### config.mk
export PLATFORM = sky130hd
export DESIGN_NAME = mips_load_store_unit_flat
export DESIGN_NICKNAME = d
export VERILOG_FILES = /design/src/rtl/mips_load_store_unit_if.sv /design/src/rtl/mips_load_store_unit.sv /design/src/flat_wrapper.sv
export SDC_FILE = /design/constraint.sdc
export NUM_CORES = 1
export LEC_CHECK = 0
export ABC_AREA = 0
export CORE_ASPECT_RATIO = 1.25
export CORE_MARGIN = 3
export CORE_UTILIZATION = 45
export CTS_CLUSTER_DIAMETER = 40
export CTS_CLUSTER_SIZE = 24
export DETAILED_ROUTE_END_ITERATION = 8
export DONT_BUFFER_PORTS = 1
export PLACE_DENSITY = 0.71
export SYNTH_ARGS = -nofsm -noshare
export SYNTH_HDL_FRONTEND = slang
export SYNTH_SLANG_ARGS = --single-unit
### constraint.sdc
create_clock -name clk -period 1.9 [get_ports clk]
set_input_delay 0.095 -clock clk [delete_from_list [all_inputs] [get_ports clk]]
set_output_delay 0.095 -clock clk [all_outputs]
set_load 0.05 [all_outputs]
### src/rtl/mips_load_store_unit_if.sv
// rtl/mips_load_store_unit_if.sv - request/response bundle between the MIPS datapath and the load/store unit
interface mips_load_store_unit_if;
    logic        req_valid;
    logic        req_ready;
    logic [3:0]  req_op;
    logic [31:0] req_addr;
    logic [31:0] req_wdata;
    logic        resp_valid;
    logic [31:0] resp_rdata;
    logic        resp_error;

    modport master (
        output req_valid, req_op, req_addr, req_wdata,
        input  req_ready, resp_valid, resp_rdata, resp_error
    );

    modport slave (
        input  req_valid, req_op, req_addr, req_wdata,
        output req_ready, resp_valid, resp_rdata, resp_error
    );
endinterface

### src/rtl/mips_load_store_unit.sv
// rtl/mips_load_store_unit.sv - single-outstanding MIPS load/store unit for a big-endian registered-read memory
module mips_load_store_unit #(
    parameter int READ_LATENCY = 1
) (
    input  logic                        clk,
    input  logic                        reset_n,
    mips_load_store_unit_if.slave       lsu,
    output logic [31:0]                 mem_address,
    output logic                        mem_wr_en,
    output logic                        mem_read_en,
    output logic [3:0]                  mem_byte_en,
    output logic [31:0]                 mem_data_in,
    input  logic [31:0]                 mem_data_out
);
    localparam logic [1:0] LAT_M1 = 2'(READ_LATENCY - 1);

    typedef enum logic [1:0] {
        S_IDLE,
        S_ACCESS,
        S_WAIT,
        S_RESP
    } state_t;

    state_t      state_q;
    logic [3:0]  op_q;
    logic [1:0]  a_q;
    logic [31:0] wdata_q;
    logic [1:0]  cnt_q;
    logic        req_ready_q;
    logic        resp_valid_q;
    logic [31:0] resp_rdata_q;
    logic        resp_error_q;
    logic [31:0] mem_address_q;
    logic        mem_wr_en_q;
    logic        mem_read_en_q;
    logic [3:0]  mem_byte_en_q;
    logic [31:0] mem_data_in_q;

    logic [1:0]  req_a;
    logic        req_load_d;
    logic        req_store_d;
    logic        req_err_d;
    logic [3:0]  st_be_d;
    logic [31:0] st_data_d;

    // Decode of the incoming request, consumed only on the accepting edge.
    always_comb begin
        req_a       = lsu.req_addr[1:0];
        req_load_d  = (lsu.req_op <= 4'd6);
        req_store_d = (lsu.req_op == 4'd8) || (lsu.req_op == 4'd9) || (lsu.req_op == 4'd11);
        req_err_d   = !(req_load_d || req_store_d)
                   || (((lsu.req_op == 4'd1) || (lsu.req_op == 4'd5) || (lsu.req_op == 4'd9)) && req_a[0])
                   || (((lsu.req_op == 4'd3) || (lsu.req_op == 4'd11)) && (req_a != 2'd0));
        st_be_d   = 4'b0000;
        st_data_d = 32'd0;
        case (lsu.req_op)
            4'd8: begin
                st_be_d   = 4'b0001 << req_a;
                st_data_d = {4{lsu.req_wdata[7:0]}};
            end
            4'd9: begin
                st_be_d   = 4'b0011 << req_a;
                st_data_d = {2{lsu.req_wdata[15:0]}};
            end
            4'd11: begin
                st_be_d   = 4'b1111;
                st_data_d = lsu.req_wdata;
            end
            default: ;
        endcase
    end

    logic [4:0]  sh_lane;
    logic [4:0]  sh_left;
    logic [7:0]  byte_v;
    logic [15:0] half_v;
    logic [31:0] load_data_d;

    // Lane a sits at bits [31-8a -: 8], so shifting right by 8*(3-a) brings it to the bottom.
    always_comb begin
        sh_lane = {~a_q, 3'b000};
        sh_left = {a_q, 3'b000};
        byte_v  = 8'(mem_data_out >> sh_lane);
        half_v  = 16'(mem_data_out >> {~a_q[1], 4'b0000});
        case (op_q)
            4'd0:    load_data_d = {{24{byte_v[7]}}, byte_v};
            4'd4:    load_data_d = {24'd0, byte_v};
            4'd1:    load_data_d = {{16{half_v[15]}}, half_v};
            4'd5:    load_data_d = {16'd0, half_v};
            4'd3:    load_data_d = mem_data_out;
            4'd2:    load_data_d = (mem_data_out << sh_left)
                                 | (wdata_q & ~(32'hFFFF_FFFF << sh_left));
            4'd6:    load_data_d = (mem_data_out >> sh_lane)
                                 | (wdata_q & ~(32'hFFFF_FFFF >> sh_lane));
            default: load_data_d = 32'd0;
        endcase
    end

    always_ff @(posedge clk) begin
        if (!reset_n) begin
            state_q       <= S_IDLE;
            op_q          <= 4'd0;
            a_q           <= 2'd0;
            wdata_q       <= 32'd0;
            cnt_q         <= 2'd0;
            req_ready_q   <= 1'b1;
            resp_valid_q  <= 1'b0;
            resp_rdata_q  <= 32'd0;
            resp_error_q  <= 1'b0;
            mem_address_q <= 32'd0;
            mem_wr_en_q   <= 1'b0;
            mem_read_en_q <= 1'b0;
            mem_byte_en_q <= 4'd0;
            mem_data_in_q <= 32'd0;
        end else begin
            mem_wr_en_q   <= 1'b0;
            mem_read_en_q <= 1'b0;
            mem_byte_en_q <= 4'd0;
            resp_valid_q  <= 1'b0;
            resp_rdata_q  <= 32'd0;
            resp_error_q  <= 1'b0;
            case (state_q)
                S_IDLE: begin
                    if (lsu.req_valid) begin
                        req_ready_q <= 1'b0;
                        op_q        <= lsu.req_op;
                        a_q         <= req_a;
                        wdata_q     <= lsu.req_wdata;
                        if (req_err_d) begin
                            state_q      <= S_RESP;
                            resp_valid_q <= 1'b1;
                            resp_error_q <= 1'b1;
                        end else begin
                            state_q       <= S_ACCESS;
                            mem_address_q <= {lsu.req_addr[31:2], 2'b00};
                            if (req_store_d) begin
                                mem_wr_en_q   <= 1'b1;
                                mem_byte_en_q <= st_be_d;
                                mem_data_in_q <= st_data_d;
                            end else begin
                                mem_read_en_q <= 1'b1;
                                mem_byte_en_q <= 4'b1111;
                            end
                        end
                    end
                end
                S_ACCESS: begin
                    // Only stores carry opcode bit 3 once errors have been filtered out.
                    if (op_q[3]) begin
                        state_q      <= S_RESP;
                        resp_valid_q <= 1'b1;
                    end else begin
                        state_q <= S_WAIT;
                        cnt_q   <= LAT_M1;
                    end
                end
                S_WAIT: begin
                    if (cnt_q == 2'd0) begin
                        state_q      <= S_RESP;
                        resp_valid_q <= 1'b1;
                        resp_rdata_q <= load_data_d;
                    end else begin
                        cnt_q <= cnt_q - 2'd1;
                    end
                end
                S_RESP: begin
                    state_q     <= S_IDLE;
                    req_ready_q <= 1'b1;
                end
                default: begin
                    state_q     <= S_IDLE;
                    req_ready_q <= 1'b1;
                end
            endcase
        end
    end

    assign lsu.req_ready  = req_ready_q;
    assign lsu.resp_valid = resp_valid_q;
    assign lsu.resp_rdata = resp_rdata_q;
    assign lsu.resp_error = resp_error_q;
    assign mem_address    = mem_address_q;
    assign mem_wr_en      = mem_wr_en_q;
    assign mem_read_en    = mem_read_en_q;
    assign mem_byte_en    = mem_byte_en_q;
    assign mem_data_in    = mem_data_in_q;
endmodule

### src/flat_wrapper.sv
// flat-port wrapper written by rule: the top's interface ports become plain ports
module mips_load_store_unit_flat 
#(
    parameter int READ_LATENCY = 1
)
  (clk, reset_n, mem_address, mem_wr_en, mem_read_en, mem_byte_en, mem_data_in, mem_data_out, lsu_req_valid, lsu_req_op, lsu_req_addr, lsu_req_wdata, lsu_req_ready, lsu_resp_valid, lsu_resp_rdata, lsu_resp_error);
  mips_load_store_unit_if lsu_i ();
  input  logic clk;
  input  logic reset_n;
  output logic [31:0] mem_address;
  output logic mem_wr_en;
  output logic mem_read_en;
  output logic [3:0] mem_byte_en;
  output logic [31:0] mem_data_in;
  input  logic [31:0] mem_data_out;
  input wire logic [$bits(lsu_i.req_valid)-1:0] lsu_req_valid;
  input wire logic [$bits(lsu_i.req_op)-1:0] lsu_req_op;
  input wire logic [$bits(lsu_i.req_addr)-1:0] lsu_req_addr;
  input wire logic [$bits(lsu_i.req_wdata)-1:0] lsu_req_wdata;
  output wire logic [$bits(lsu_i.req_ready)-1:0] lsu_req_ready;
  output wire logic [$bits(lsu_i.resp_valid)-1:0] lsu_resp_valid;
  output wire logic [$bits(lsu_i.resp_rdata)-1:0] lsu_resp_rdata;
  output wire logic [$bits(lsu_i.resp_error)-1:0] lsu_resp_error;
  assign lsu_i.req_valid = lsu_req_valid;
  assign lsu_i.req_op = lsu_req_op;
  assign lsu_i.req_addr = lsu_req_addr;
  assign lsu_i.req_wdata = lsu_req_wdata;
  assign lsu_req_ready = lsu_i.req_ready;
  assign lsu_resp_valid = lsu_i.resp_valid;
  assign lsu_resp_rdata = lsu_i.resp_rdata;
  assign lsu_resp_error = lsu_i.resp_error;
  mips_load_store_unit #(.READ_LATENCY(READ_LATENCY)) u_core (.clk(clk), .reset_n(reset_n), .lsu(lsu_i), .mem_address(mem_address), .mem_wr_en(mem_wr_en), .mem_read_en(mem_read_en), .mem_byte_en(mem_byte_en), .mem_data_in(mem_data_in), .mem_data_out(mem_data_out));
endmodule
# ---- Yosys cells after proc, flatten, opt, wreduce, memory -nomap -nowiden
# Cells that the tools add are included.
dict set report op_classes {
  muxes 21
  n_reduce_logical 26
  eq_ne 19
  bitwise 12
  magnitude_cmp 1
  n_shift 7
  addsub 1
}
# op count
set ops {}
lappend ops {{$pmux 32 s7} 1}
lappend ops {{$pmux 32 s3} 1}
lappend ops {{$and 32x32->32} 2}
lappend ops {{$not 32->32} 2}
lappend ops {{$or 32x32->32} 2}
lappend ops {{$shl 32x5->32} 1}
lappend ops {{$shl 32x5->32 const A} 1}
lappend ops {{$shr 32x5->16} 1}
lappend ops {{$shr 32x5->32} 1}
lappend ops {{$shr 32x5->32 const A} 1}
lappend ops {{$eq 4x3->1 const B} 4}
lappend ops {{$eq 4x2->1 const B} 3}
lappend ops {{$eq 4x4->1 const B} 3}
lappend ops {{$pmux 4 s3} 1}
lappend ops {{$mux 2} 5}
lappend ops {{$reduce_and 3->1} 3}
lappend ops {{$eq 4x1->1 const B} 2}
lappend ops {{$logic_or 1x1->1} 8}
lappend ops {{$mux 1} 8}
lappend ops {{$pmux 2 s4} 1}
lappend ops {{$reduce_and 2->1} 4}
lappend ops {{$ne 2x2->1 const B} 3}
lappend ops {{$reduce_bool 2->1} 3}
lappend ops {{$not 1->1} 5}
lappend ops {{18 further kinds} 21}
dict set report word_totals {
  ff_bits 145
  word_cells 101
  in_bits 103
}

# ---- Longest topological paths before layout
# Gate-level depths: netlist of the first run.
dict set report logic_depth {
  depth_word 10
  mapped_depth 9
}

# ---- Least setup slack after synthesis of the first run
# No wires, ideal clock.
dict set report synth_path {
  kind {flip-flop to flip-flop}
  startpoint {reg u_core.state_q[0]}
  endpoint {reg u_core.mem_data_in_q[15] (netlist: u_core.mem_data_in[15])}
  setup_slack_ns 0.154
  required_time_ns 1.762
  period_less_slack_ns 1.746
  stages_incl_launch_ff 9
  arrival_ns 1.608
  path_cell_list {dfxtp_1 inv_1 ha_1 nand2_1 nor3_4 and2_1 buf_2 buf_2 a32oi_1}
}
dict set report synth_between {
  elab_chain_len 2
}
# element line_no
set synth_lines {}
lappend synth_lines {{start: declaration} mips_load_store_unit.sv:24} ;# state_t state_q;
lappend synth_lines {{start signal: assignment} mips_load_store_unit.sv:101} ;# state_q <= S_IDLE;
lappend synth_lines {{start signal: assignment} mips_load_store_unit.sv:130} ;# state_q <= S_RESP;
lappend synth_lines {{start signal: assignment} mips_load_store_unit.sv:134} ;# state_q <= S_ACCESS;
lappend synth_lines {{$logic_not 2->1} mips_load_store_unit.sv:122} ;# case (state_q)
lappend synth_lines {{$reduce_and 4->1 (no line)} n/a}
lappend synth_lines {{end signal: assignment} mips_load_store_unit.sv:139} ;# mem_data_in_q <= st_data_d;
lappend synth_lines {{end: declaration} mips_load_store_unit.sv:37} ;# logic [31:0] mem_data_in_q;
# No other way between the ends.
# A chain may end at the register's enable or synchronous reset.

# ---- Final worst setup path of the first run
dict set report layout_path {
  startpoint {reg u_core.state_q[0]}
  endpoint {reg u_core.mem_data_in_q[13] (netlist: u_core.mem_data_in[13])}
}
# Same word-level chain as after synthesis.

==> impl_metrics.yaml, run 1 <==
status:
  status: "finished with violations"
  violations: "negative hold slack"
synth:
  synth_cell_types: 57
  seq_area_frac_synth_pct: 40.26
  synth_ff_type: "dfxtp_1"
  syn_inst: 804
  syn_area_mm2: 0.007211
  synth_area_per_cell_um2: 8.968
  synth-edff-count: 0
  synth_seq_cells: 145
  yosysWarnings: 0
  synthArstFlopShare_pct: 0
clock_tree:
  clock_sinks: 145
  clock_path_buffers: 2
  cts_root_buffer: "clkbuf_16"
  htree_num_levels: 4
  clk_pin_slew_ps: 70
  clock_latency_ps: 430
  cts_tree: "done"
  numCtsBuffers: 17
grt:
  antenna_found_initial: 0
  grt_usage_pct: 28.74
  globalRouteOverflowTotal: 0
  grt_pass1_wl_mm: 39.66
  grt_pass1_vias: 7125
  grt_max_degree: 151
critical_path:
  startpoint_type: "flop"
  required_ps: 2250
  cp_max_fo: 40
  worst_setup_path_end_kind: "flop"
  arrival_ps: 2150
  path_class: "flop to flop"
floorplan:
  rows: 51
  boundaryPins: 208
  coreArea_mm2: 0.01563
  die_area_mm2: 0.01759
  chipWidth_um: 119.2
  die_y_um: 147.5
  start_util_pct: 46.12
timing:
  max_slew_margin_pct: 58.36
  finalHoldViolCount: 88
  period_share_pct: 94.61
  tightest_slew_ps: 623.7
  slew_viol_final: 0
  fin_worst_skew_ps: 10.41
  period_needed_ps: 1798
  setup_viol: 0
  hold_ws_ps: -228.4
  timing.fmax_mhz: 556.3
layout:
  fill_cells: 1294
  multiInputGateArea_mm2: 0.003887
  n_antenna_cell: 0
  syn_to_final_growth_pct: 31.36
  regArea_mm2: 0.002912
  final_area_mm2: 0.009472
  fin_nets: 1028
  drive_above_1_share_pct: 15.22
worst_hold_path:
  holdCritPathClass: "primary input to flop"
pwr:
  irDropWorstVdd_mv: 0.6993
  p_comb_share_pct: 24.8
  totalPowerFinal_uw: 11000
  seq_power_share_pct: 40.5
  p_clk_share_pct: 34.8
  power_leakage_uw: 0.003555
  p_switching_uw: 3941
  powerDensity_mw_per_mm2: 1161
  sw_frac_of_total_pct: 35.82
  p_int_uw: 7060
detailed_routing:
  vias: 7029
  routed_wl_mm: 25.71
  drc: 0
  routed_via_density: 6.139
  drt_iter0_markers: 796
  drtPass1Iterations: 6
  ant_nets: 0
  wire_per_inst_um: 22.45
placement:
  hpwl_mm: 16.44
  post_dp_cell_area_mm2: 0.007564
  portBuffers: 0
  place.gp.congestion: 0.9587
job:
  maxCapViolCount: 0
-- critical path: stages (launching register included) --
cell and delay, ps:
dfxtp_2 340, inv_1 110, ha_2 250, and2_1 240
buf_12 220, nand4_2 120, buf_4 230, a32oi_1 190
-- logic make-up after synthesis --
family	synth area share (%)
buf+inv	6.142
mux	11.52
other cells	0.05201
compound gates	19.40
fa+ha+maj	0.8676
simple gates	21.76
flops	40.26
-- final cells by class --
type,instances,area share (%)
multi-input cells,568,41.04
flip-flops and latches,145,30.74
repair buffers,173,17.78
clock buffers,18,4.637
well taps,212,2.801
clock inverters,14,2.404
inverters,15,0.5945
-- power groups by stage --
stage                     sequential (uW)  combinational [uW]  clock [uW]
after floorplan                      4380                1820           0
after global placement               4500                2350           0
after detailed placement             4510                2400           0
final                                4450                2730        3820
after CTS                            4440                2620        3850
after global routing                 4490                2950        3980
-- synth_stat cells (8+ instances only) --
library cell,number,share of area (%)
a31oi_1,26,2.3
nand4_1,9,0.78
mux2_2,10,1.6
nand2_1,186,9.7
mux2i_1,11,1.5
buf_4,9,0.94
o211ai_1,10,1.0
dfxtp_1,145,40
inv_1,14,0.73
o311ai_0,8,0.97
and2_1,10,0.87
buf_2,21,1.5
nand3_1,78,5.4
a21boi_0,38,4.0
a32oi_1,25,3.0
o211a_1,9,1.2
nor2_1,9,0.47
o21ai_0,10,0.69
a22oi_1,26,2.7
mux4_2,24,7.5
clkbuf_1,40,2.1
-- routing by layer --
| metal | share of wire [%] | vias up | global-route usage, % |
|---|---|---|---|
| met5 | 0 | - | 0 |
| met4 | 4.9 | 0 | 15.88 |
| met3 | 13 | 84 | 10.60 |
| met2 | 47 | 498 | 46.20 |
| met1 | 35 | 3280 | 33.12 |
| li1 | - | 3167 | - |
-- repair_timing --
action | CTS | global route
gates resized for setup | 1 | 6
endpoints found under the hold margin | 144 | 94
setup buffers | 0 | 4
pin swaps | 0 | 1
setup endpoints to repair | 3 | 26
hold buffers | 113 | 6
-- through the flow --
| step | TNS [ps] | cells | hold slack (ps) | utilization, % | setup WS, ps |
|---|---|---|---|---|---|
| after floorplan | 0 | 805 | 226.0 | - | 154.0 |
| after global placement | 0 | 990 | 195.5 | 48.38 | 30.59 |
| after detailed placement | -15.11 | 990 | 211.0 | 48.38 | -15.11 |
| after CTS | 0 | 1135 | -242.2 | 59.90 | 33.17 |
| after global routing | -17.76 | 1145 | -230.0 | 60.58 | -15.36 |
| final | 0 | 1145 | -228.4 | 60.58 | 102.5 |
-- state kept, by name, summed over array words and instances, names as in the netlist, 2 cells and up --
name                   cells
u_core.op_q                4
u_core.lsu.resp_rdata     32
u_core.mem_data_in        32
u_core.mem_byte_en         4
u_core.state_q             2
u_core.cnt_q               2
u_core.mem_address        30
u_core.a_q                 2
u_core.wdata_q            32
-- path summary, 6_finish.rpt --
| kind | slack (ps) | end | depth (start not counted) | from |
|---|---|---|---|---|
| setup / recovery | 100 | u_core.mem_data_in[13] | 7 | u_core.state_q[0] |
| hold / removal | -230 | u_core.lsu.req_ready | 1 | reset_n |
| setup reg to reg | 100 | u_core.mem_data_in[13] | 7 | u_core.state_q[0] |
| hold reg to reg | 470 | u_core.wdata_q[29] | 2 | u_core.wdata_q[29] |
-- layout by cell type (no fill, tap or decap), types with 6 or more instances in the layout --
master	count
nand4_1	9
inv_1	14
clkbuf_16	17
buf_4	47
dfxtp_1	140
o211ai_1	10
mux4_2	24
a21oi_1	6
a22o_1	6
mux2i_1	11
and2_1	10
a31oi_1	25
dlygate4sd3_1	119
a32oi_1	25
mux2_1	6
o21ai_0	10
a22oi_1	26
nand2_1	186
nor2_1	9
mux2_2	10
a222oi_1	7
o311ai_0	8
a21boi_0	38
buf_12	7
o211a_1	9
nand3_1	77
Power figures use the tool's default switching activity.
==> run 2, diff against run 1 <==
--- a/config.mk
+++ b/config.mk
@@ -6,14 +6,16 @@
 export NUM_CORES = 1
 export LEC_CHECK = 0
 export ABC_AREA = 0
+export BUFFER_PORTS_ARGS = -buffer_cell sky130_fd_sc_hd__buf_4
+export CELL_PAD_IN_SITES_DETAIL_PLACEMENT = 0
+export CELL_PAD_IN_SITES_GLOBAL_PLACEMENT = 1
 export CORE_ASPECT_RATIO = 1.25
 export CORE_MARGIN = 3
-export CORE_UTILIZATION = 45
+export CORE_UTILIZATION = 39
 export CTS_CLUSTER_DIAMETER = 40
 export CTS_CLUSTER_SIZE = 24
 export DETAILED_ROUTE_END_ITERATION = 8
-export DONT_BUFFER_PORTS = 1
-export PLACE_DENSITY = 0.71
+export PLACE_DENSITY = 0.92
 export SYNTH_ARGS = -nofsm -noshare
 export SYNTH_HDL_FRONTEND = slang
 export SYNTH_SLANG_ARGS = --single-unit
==> impl_metrics.yaml, run 2 (same netlist as run 1, synthesis figures left out) <==
pwr:
  irDropWorstVdd_mv: 0.7374
  power_leakage_uw: 0.004428
  powerDensity_mw_per_mm2: 1043
  totalPowerFinal_uw: 10930
detailed_routing:
  drtPass1Iterations: 7
  wl_met2_mm: 12.76
  wl_met3_mm: 2.416
  top_layer: "met4"
  vias: 7520
  wire_per_inst_um: 19.65
  drt_iter0_markers: 799
  ant_nets: 0
  routed_wl_mm: 25.91
  wl_met1_mm: 10.01
  routed_via_density: 5.706
  drc: 0
layout:
  instances_no_fill: 1318
  mostFrequentLayoutCells: "buf_4 (252), nand2_1 (186), dfxtp_1 (139)"
  syn_to_final_growth_pct: 45.29
  fin_nets: 1189
  post-route-util_pct: 58.96
  drive_above_1_share_pct: 31.54
  layout_commonest_cell: "buf_4"
  n_antenna_cell: 0
timing:
  tns_ps: 0
  slew_viol_final: 0
  period_needed_ps: 1752
  rsz0062_at_grt: "no"
  timing.fmax_mhz: 570.9
  period_share_pct: 92.19
  finalHoldViolCount: 0
  hold_ws_ps: 19.66
  setup_viol: 0
  fin_worst_skew_ps: 10.82
critical_path:
  startpoint_type: "flop"
  crit_chain: "inv_1 > ha_1 > nand2_1 > nor3_4 > and2_1 > buf_12 > a32oi_1"
  arrival_ps: 2060
  cpPeakStageDelay_ps: 340
  cp_max_fo: 28
  path_class: "flop to flop"
  worst_setup_path_end_kind: "flop"
  cp_slowest_cell: "dfxtp_1"
  required_ps: 2200
clock_tree:
  clock_sinks: 145
  htree_num_levels: 4
  cts_tree: "done"
  numCtsBuffers: 17
  cts_root_buffer: "clkbuf_16"
  clock_latency_ps: 430
  clk_pin_slew_ps: 70
  clock_path_buffers: 2
floorplan:
  die_area_mm2: 0.02017
  coreArea_mm2: 0.01777
  boundaryPins: 208
  chipWidth_um: 127.6
  rows: 54
  start_util_pct: 40.58
  die_y_um: 158.0
grt:
  grt_max_degree: 45
  globalRouteOverflowTotal: 0
  grt_pass1_vias: 7405
  grt_usage_pct: 25.27
  antenna_found_initial: 0
  grt_pass1_wl_mm: 40.22
placement:
  dp.cells: 1207
  portBuffers: 205
  hpwl_mm: 17.98
  place.gp.congestion: 0.9267
worst_hold_path:
  holdCritPathClass: "primary input to flop"
job:
  maxCapViolCount: 0
status:
  status: "completed"
run 2: cell count changes in the layout (fill, tap and decap cells not counted), moves of 2 or more:
cell           previous run  this run
bufinv_16                 5         1
buf_4                    47       252
clkinv_2                  1         3
inv_6                     2         4
dlygate4sd3_1           119        75
run 2: worst paths after layout:
kind / start / endpoint / slack, ps / cells after the start
worst max-delay path: u_core.state_q[0] / u_core.mem_data_in[11] / 150 / 7
worst min-delay path: mem_data_out[13] / u_core.lsu.resp_rdata[13] / 20 / 3
worst max register to register: u_core.state_q[0] / u_core.mem_data_in[11] / 150 / 7
worst min register to register: u_core.mem_address[18] / u_core.mem_address[18] / 450 / 2
run 2: per-layer routing:
layer | track usage (%) | vias to the layer above
li1 | - | 3494
met3 | 7.391 | 47
met4 | 9.201 | 0
met5 | 0 | -
met1 | 30.94 | 3603
met2 | 42.36 | 376
run 2: stage by stage:
| step | setup slack [ps] | instance area, um^2 |
|---|---|---|
| 3_5_place_dp | -27.79 | 9117 |
| 4_1_cts | 108.8 | 10440 |
| 5_1_grt | 19.00 | 10480 |
| 6_report | 148.5 | 10480 |
| 3_3_place_gp | 10.40 | 9117 |
| 2_1_floorplan | 154.0 | 7214 |
run 2: critical path: cells and delay by family, from the launching register on:
kind                     cells  cell delay [ps]
AND/OR/NAND/NOR              3              640
flip-flops                   1              340
buffers and inverters        2              330
adder cells (fa/ha/maj)      1              200
AO/OA/AOI/OAI                1              110
run 2: layout make-up:
cell class	instances	area, um^2
flip-flops and latches	145	2913
well taps	224	280.3
clock buffers	18	439.2
fillers	1595	7293
inverters	15	56.30
repair buffers	334	2783
multi-input cells	568	3874
clock inverters	14	131.4
run 2: repair_timing:
action                     CTS  global route
setup endpoints to repair    1            28
hold endpoints to repair   100             0
gates resized for setup      1             4
setup buffers                0             4
hold buffers                75             0
run 2: power breakdown:
group	switching (uW)	internal [uW]	total [uW]
combinational	2300	1570	3860
clock	1430	1860	3280
sequential	354	3430	3780
